==> config.mk <==
export PLATFORM = sky130hd
export DESIGN_NAME = counter_arb
export DESIGN_NICKNAME = d
export VERILOG_FILES = /design/src/rtl/counter_pkg.sv /design/src/rtl/rr_arbiter.sv /design/src/rtl/counter_arb.sv
export SDC_FILE = /design/constraint.sdc
export NUM_CORES = 1
export LEC_CHECK = 0
export CAP_MARGIN = 20
export CELL_PAD_IN_SITES_DETAIL_PLACEMENT = 0
export CELL_PAD_IN_SITES_GLOBAL_PLACEMENT = 1
export CORE_MARGIN = 5
export CORE_UTILIZATION = 36
export CTS_BUF_LIST = sky130_fd_sc_hd__clkbuf_4 sky130_fd_sc_hd__clkbuf_8
export CTS_CLUSTER_DIAMETER = 40
export CTS_CLUSTER_SIZE = 8
export DETAILED_ROUTE_END_ITERATION = 10
export GPL_ROUTABILITY_DRIVEN = 0
export PLACE_DENSITY = 0.91
export RECOVER_POWER = 50
export SLEW_MARGIN = 20
export SYNTH_ARGS = -nofsm -noshare
export SYNTH_HDL_FRONTEND = slang
export SYNTH_SLANG_ARGS = --single-unit
==> constraint.sdc <==
create_clock -name clk -period 6.75 [get_ports clk]
set_input_delay 0.675 -clock clk [delete_from_list [all_inputs] [get_ports clk]]
set_output_delay 0.675 -clock clk [all_outputs]
set_load 0.05 [all_outputs]
==> src/rtl/counter_pkg.sv <==
// Shared definitions for the counter arbiter: FSM state encoding and default sizes.
// Latency: n/a (types and constants only).
// Backpressure: n/a.
package counter_pkg;

    // Default number of requesters sharing the counter.
    localparam int DEF_NUM_REQ = 4;
    // Default width of load value, run length and counter output.
    localparam int DEF_WIDTH   = 16;

    typedef enum logic [1:0] {
        ST_IDLE = 2'd0,
        ST_LOAD = 2'd1,
        ST_RUN  = 2'd2,
        ST_DONE = 2'd3
    } state_t;

endpackage

==> src/rtl/rr_arbiter.sv <==
// Round-robin grant: picks the first set request at or above ptr, wrapping past N-1.
// Latency: combinational, same cycle.
// Backpressure: none; grant is all-zero when no request is set.
// Ports: req (request vector), ptr (search start index),
//        grant (one-hot), grant_idx (binary index of the granted bit).
module rr_arbiter #(
    parameter int N = 4
) (
    input  logic [N-1:0]          req,
    input  logic [$clog2(N)-1:0]  ptr,
    output logic [N-1:0]          grant,
    output logic [$clog2(N)-1:0]  grant_idx
);

    localparam int IW = $clog2(N);

    logic          found;
    logic [IW-1:0] idx;

    always_comb begin
        grant     = '0;
        grant_idx = '0;
        found     = 1'b0;
        idx       = '0;
        // Walk the N positions starting at ptr; the first hit wins.
        for (int i = 0; i < N; i++) begin
            idx = IW'((int'(ptr) + i) % N);
            if (!found && req[idx]) begin
                found      = 1'b1;
                grant[idx] = 1'b1;
                grant_idx  = idx;
            end
        end
    end

endmodule

==> src/rtl/counter_arb.sv <==
// Arbitrates NUM_REQ requesters onto one external counter: load start, count len cycles, report.
// Latency: accept at cycle 0, LOAD 1, RUN 2..len+1, DONE len+2 (+1 per LOAD stall on all-ones count).
// Backpressure: req_ready only in IDLE (one job at a time); done_valid is a pulse with no backpressure.
// Ports: clk/reset; req_valid/req_start/req_len in, req_ready out (one-hot);
//        cnt_load/cnt_enable/cnt_data drive the counter, cnt_count is its value;
//        done_valid/done_id/done_count/done_wrap report each finished job.
module counter_arb
    import counter_pkg::*;
#(
    parameter int NUM_REQ      = DEF_NUM_REQ,
    parameter int IDATA_WIDTH  = DEF_WIDTH,
    parameter int OUTPUT_WIDTH = DEF_WIDTH
) (
    input  logic                                 clk,
    input  logic                                 reset,
    input  logic [NUM_REQ-1:0]                   req_valid,
    input  logic [NUM_REQ-1:0][IDATA_WIDTH-1:0]  req_start,
    input  logic [NUM_REQ-1:0][IDATA_WIDTH-1:0]  req_len,
    output logic [NUM_REQ-1:0]                   req_ready,
    output logic                                 cnt_load,
    output logic                                 cnt_enable,
    output logic [IDATA_WIDTH-1:0]               cnt_data,
    input  logic [OUTPUT_WIDTH-1:0]              cnt_count,
    output logic                                 done_valid,
    output logic [$clog2(NUM_REQ)-1:0]           done_id,
    output logic [OUTPUT_WIDTH-1:0]              done_count,
    output logic                                 done_wrap
);

    localparam int IDW = $clog2(NUM_REQ);

    if (OUTPUT_WIDTH != IDATA_WIDTH) begin : g_width_check
        $error("counter_arb: OUTPUT_WIDTH must equal IDATA_WIDTH");
    end
    if (NUM_REQ < 2 || NUM_REQ > 16) begin : g_num_req_check
        $error("counter_arb: NUM_REQ must be in 2..16");
    end

    state_t                 state;
    logic [IDW-1:0]         rr_ptr;
    logic [IDW-1:0]         grant_idx;
    logic [NUM_REQ-1:0]     grant;
    logic [IDW-1:0]         cap_id;
    logic [IDATA_WIDTH-1:0] cap_start;
    logic [IDATA_WIDTH-1:0] cap_len;
    logic [IDATA_WIDTH-1:0] remain;
    logic                   wrap_seen;
    logic                   cnt_at_max;
    logic                   run_wrap;

    rr_arbiter #(
        .N (NUM_REQ)
    ) u_arb (
        .req       (req_valid),
        .ptr       (rr_ptr),
        .grant     (grant),
        .grant_idx (grant_idx)
    );

    // Acceptance is only offered in IDLE, and never while reset is asserted.
    assign req_ready  = (state == ST_IDLE && !reset) ? grant : '0;

    // An all-ones counter clears on the next edge regardless of load.
    assign cnt_at_max = (cnt_count == '1);
    assign run_wrap   = wrap_seen | cnt_at_max;

    // The final count is only known while DONE is active, so it is taken live.
    assign done_count = done_valid ? cnt_count : '0;

    always_ff @(posedge clk) begin
        if (reset) begin
            state      <= ST_IDLE;
            rr_ptr     <= '0;
            cap_id     <= '0;
            cap_start  <= '0;
            cap_len    <= '0;
            remain     <= '0;
            wrap_seen  <= 1'b0;
            cnt_load   <= 1'b0;
            cnt_enable <= 1'b0;
            cnt_data   <= '0;
            done_valid <= 1'b0;
            done_id    <= '0;
            done_wrap  <= 1'b0;
        end else begin
            done_valid <= 1'b0;
            done_id    <= '0;
            done_wrap  <= 1'b0;
            case (state)
                ST_IDLE: begin
                    if (|req_ready) begin
                        cap_start <= req_start[grant_idx];
                        cap_len   <= req_len[grant_idx];
                        cap_id    <= grant_idx;
                        rr_ptr    <= (grant_idx == IDW'(NUM_REQ - 1)) ? '0 : grant_idx + 1'b1;
                        wrap_seen <= 1'b0;
                        remain    <= '0;
                        cnt_load  <= 1'b1;
                        cnt_data  <= req_start[grant_idx];
                        state     <= ST_LOAD;
                    end
                end
                ST_LOAD: begin
                    if (cnt_at_max) begin
                        // Clear wins over load this cycle; repeat the load.
                        cnt_load <= 1'b1;
                        cnt_data <= cap_start;
                    end else if (cap_len == '0) begin
                        cnt_load   <= 1'b0;
                        cnt_data   <= '0;
                        done_valid <= 1'b1;
                        done_id    <= cap_id;
                        done_wrap  <= 1'b0;
                        state      <= ST_DONE;
                    end else begin
                        cnt_load   <= 1'b0;
                        cnt_data   <= '0;
                        cnt_enable <= 1'b1;
                        remain     <= cap_len;
                        state      <= ST_RUN;
                    end
                end
                ST_RUN: begin
                    wrap_seen <= run_wrap;
                    remain    <= remain - 1'b1;
                    if (remain == IDATA_WIDTH'(1)) begin
                        cnt_enable <= 1'b0;
                        done_valid <= 1'b1;
                        done_id    <= cap_id;
                        done_wrap  <= run_wrap;
                        state      <= ST_DONE;
                    end
                end
                ST_DONE: begin
                    state <= ST_IDLE;
                end
                default: begin
                    state <= ST_IDLE;
                end
            endcase
        end
    end

endmodule

==> flow_metrics.env <==
export IMPL_yosysTopAreaCellShare=0.271
export IMPL_final_max_slew_viols=0
export IMPL_largest_net_degree_at_the_start_of_global_routing=74
export IMPL_required_arrival_time_at_the_worst_endpoint_ns=6.96
export IMPL_placed_cells=1115
export IMPL_finalHoldViolations=0
export IMPL_timing_critical_path_fanout_max=21
export IMPL_drive_gt1_frac=0.0547
export IMPL_antenna_found_initial=0
export IMPL_cts_root_buf="clkbuf_8"
export IMPL_most_frequent_cells_after_synthesis="153 x nand2_1, 77 x dfxtp_1, 62 x a21oi_1"
export IMPL_drc=0
export IMPL_first_global_vias=5978
export IMPL_core_um2=15700
export IMPL_fmax_mhz=194
export IMPL_largest_family_of_logic_cells_by_synthesized_area="compound AO/OA/AOI/OAI gates"
export IMPL_cts_tree="done"
export IMPL_synth_enable_flop_cells=0
export IMPL_p_sw_frac=0.528
export IMPL_die_height_um=136
export IMPL_yosys_warnings=0
export IMPL_buffer_ports_inserted=191
export IMPL_yosys_register_bits=77
export IMPL_wirelength_um=19600
export IMPL_rsz_0062_raised_after_global_routing="false"
export IMPL_number_of_ports_placed_on_the_die_boundary=192
export IMPL_async_reset_ff_frac=0
export IMPL_grtUsageTotal=0.210
export IMPL_start_util=0.363
export IMPL_sequentialPowerShare=0.213
export IMPL_finalSetupViolations=0
export IMPL_cts_repair_timing_setup_buffer_count=0
export IMPL_yosys_area_share_xor_xnor=0.0170
export IMPL_power_leakage_uw=0.00291
export IMPL_worst_skew_pair_late_latency_ns=0.37
export IMPL_worstSetupEndpointType="register"
export IMPL_die_footprint_um2=18400
export IMPL_num_antenna_cells=0
export IMPL_nets=1073
export IMPL_worstMarginPinSlew_ns=1.11
export IMPL_detail_route_first_pass_iterations=5
export IMPL_worstSetupStartpointType="register"
export IMPL_max_cap_violations=0
export IMPL_synth_compound_area_frac=0.309
export IMPL_clock_skew_final_ns=0.0134
export IMPL_critical_path_class="reg2reg"
export IMPL_yosys_cell_count_top_type="nand2_1"
export IMPL_ir_drop_v=0.000286
export IMPL_detail_route_vias_per_cell=5.65
export IMPL_clkSlewWorstSetupHoldPaths_ns=0.08
export IMPL_power_switching_uw=1880
export IMPL_run_status="completed"
export IMPL_power_frac_comb=0.692
export IMPL_period_minus_slack_ns=5.16
export IMPL_synthesis_area_um2=5680
export IMPL_power_report_internal_total_uw=1680
export IMPL_max_slew_margin_rel=0.263
export IMPL_post_synth_main_area_contributors="dfxtp_1 27%, nand2_1 10%, a311o_1 8.5%"
export IMPL_netlist_instances=768
export IMPL_fp_dieW_um=136
export IMPL_post_dp_hpwl_um=13800
export IMPL_muxShareOfSynthArea=0.0209
export IMPL_powerDensity_nw_per_um2=459
export IMPL_drt_first_iter_violations=376
export IMPL_final_cells=1130
export IMPL_synth_avg_cell_area_um2=7.40
export IMPL_htree_levels=3
export IMPL_ctsHoldBuffers=0
export IMPL_num_rows=46
export IMPL_ys_flop_type="dfxtp_1"
export IMPL_num_vias=6379
export IMPL_worst_hold_path_type="reg2reg"
export IMPL_ys_seq_area_frac=0.271
export IMPL_grt_first_pass_wirelength_um=31100
export IMPL_synth_lib_cells_used_distinct=66
export IMPL_post_synth_top_area_cell="dfxtp_1"
export IMPL_routedWlPerCell_um=17.4
export IMPL_numCtsBuffers=9
export IMPL_tritoncts_num_sinks=77
export IMPL_area_growth_pct=36.7
export IMPL_gr_total_overflow=0
export IMPL_cts_path_max_buffers=2
export IMPL_post_route_period_util=0.765
export IMPL_synth_fa_ha_area_frac=0.0286
export IMPL_timing_setup_tns_ns=0
export IMPL_ctsResizeCount=0
export IMPL_share_of_synthesized_cell_area_in_and_or_nand_and_nor_gates=0.261
export IMPL_synth_fp_nets=931
export IMPL_remaining_number_of_nets_flagged_by_the_antenna_check_after_routing=0
export IMPL_worstPathArrival_ns=5.37
export IMPL_clock_power_share=0.095
==> worst max-delay path, stage by stage (launching register included) <==
cell      delay, ns
dfxtp_1        0.83
inv_1          0.23
ha_1           0.59
mux4_2         0.63
nand3b_1       0.19
a22o_1         0.20
and2_0         0.25
a31oi_2        0.21
clkbuf_1       0.83
or2_1          0.81
a311oi_2       0.21
==> final cells by class <==
cell class | instances | area [um^2]
clock buffers | 14 | 180
clock inverters | 1 | 5.00
fillers | 1579 | 7890
inverters | 48 | 180
multi-input cells | 574 | 3620
flip-flops and latches | 77 | 1540
well taps | 216 | 270
repair buffers | 200 | 1970
==> state kept, by name (all words and copies together) (netlist names) <==
signal / cells
cnt_load: 1
rr_ptr: 2
wrap_seen: 1
cap_start: 16
done_id: 2
state: 2
cnt_data: 16
remain: 16
cap_len: 16
cnt_enable: 1
done_wrap: 1
done_valid: 1
cap_id: 2
==> per-stage QoR <==
step           hold WS, ns  power (uW)   util  area (um^2)  worst slack, ns
2_1_floorplan        0.430        2680      -         5680             3.39
3_3_place_gp         0.438        3220  0.485         7590             2.47
3_5_place_dp         0.442        3250  0.485         7590             2.34
4_1_cts              0.457        3590  0.497         7780             2.08
5_1_grt              0.483        3860  0.496         7760             1.20
6_report             0.454        3560  0.496         7760             1.59
==> layout by cell type, fill, tap and decap left out, drive strengths merged, types with 2 or more instances in the layout <==
cell	instances
nand2	153
clkdlybuf4s50	152
dfxtp	77
a21oi	62
nor3	56
a311o	48
inv	48
dlygate4sd3	38
o21ai	36
a211oi	33
and2	21
nor2	20
a311oi	17
nand4	16
clkbuf	15
ha	13
buf	9
nor4	8
xnor2	8
or3	7
a22o	5
nor2b	5
mux2i	4
a31oi	4
or2	4
a21o	3
nand2b	3
or4	3
xor2	3
nand3	3
nor3b	3
nand3b	3
mux4	3
a22oi	3
a21boi	2
o211ai	2
o21bai	2
o32ai	2
nor4b	2
a221oi	2
==> routing by layer <==
metal	vias to the layer above	track usage	part of all wire
met5	-	0	0
met4	0	0.0795	0.028
met3	27	0.0501	0.071
met2	215	0.340	0.47
met1	3053	0.271	0.43
li1	3084	-	-
==> final timing paths <==
kind	from	endpoint	slack (ns)	cells after the start
max reg2reg	rr_ptr[0]	cnt_data[11]	1.59	10
max	rr_ptr[0]	cnt_data[11]	1.59	10
min reg2reg	cap_id[0]	cap_id[0]	0.45	2
min	cap_id[0]	cap_id[0]	0.45	2
==> cells by family after synthesis <==
logic type	after synthesis
fa+ha+maj	13
mux	8
flops	77
buf+inv	117
compound gates	231
simple gates	311
xor+xnor	11
==> power groups by stage <==
stage / Combinational (uW) / Clock (uW) / Sequential [uW]
2_1_floorplan: 1850 / 0 / 831
3_3_place_gp: 2460 / 0 / 764
3_5_place_dp: 2480 / 0 / 769
4_1_cts: 2480 / 347 / 759
5_1_grt: 2710 / 363 / 785
6_report: 2460 / 339 / 758
Note: power is estimated with default switching activity, not from simulation.
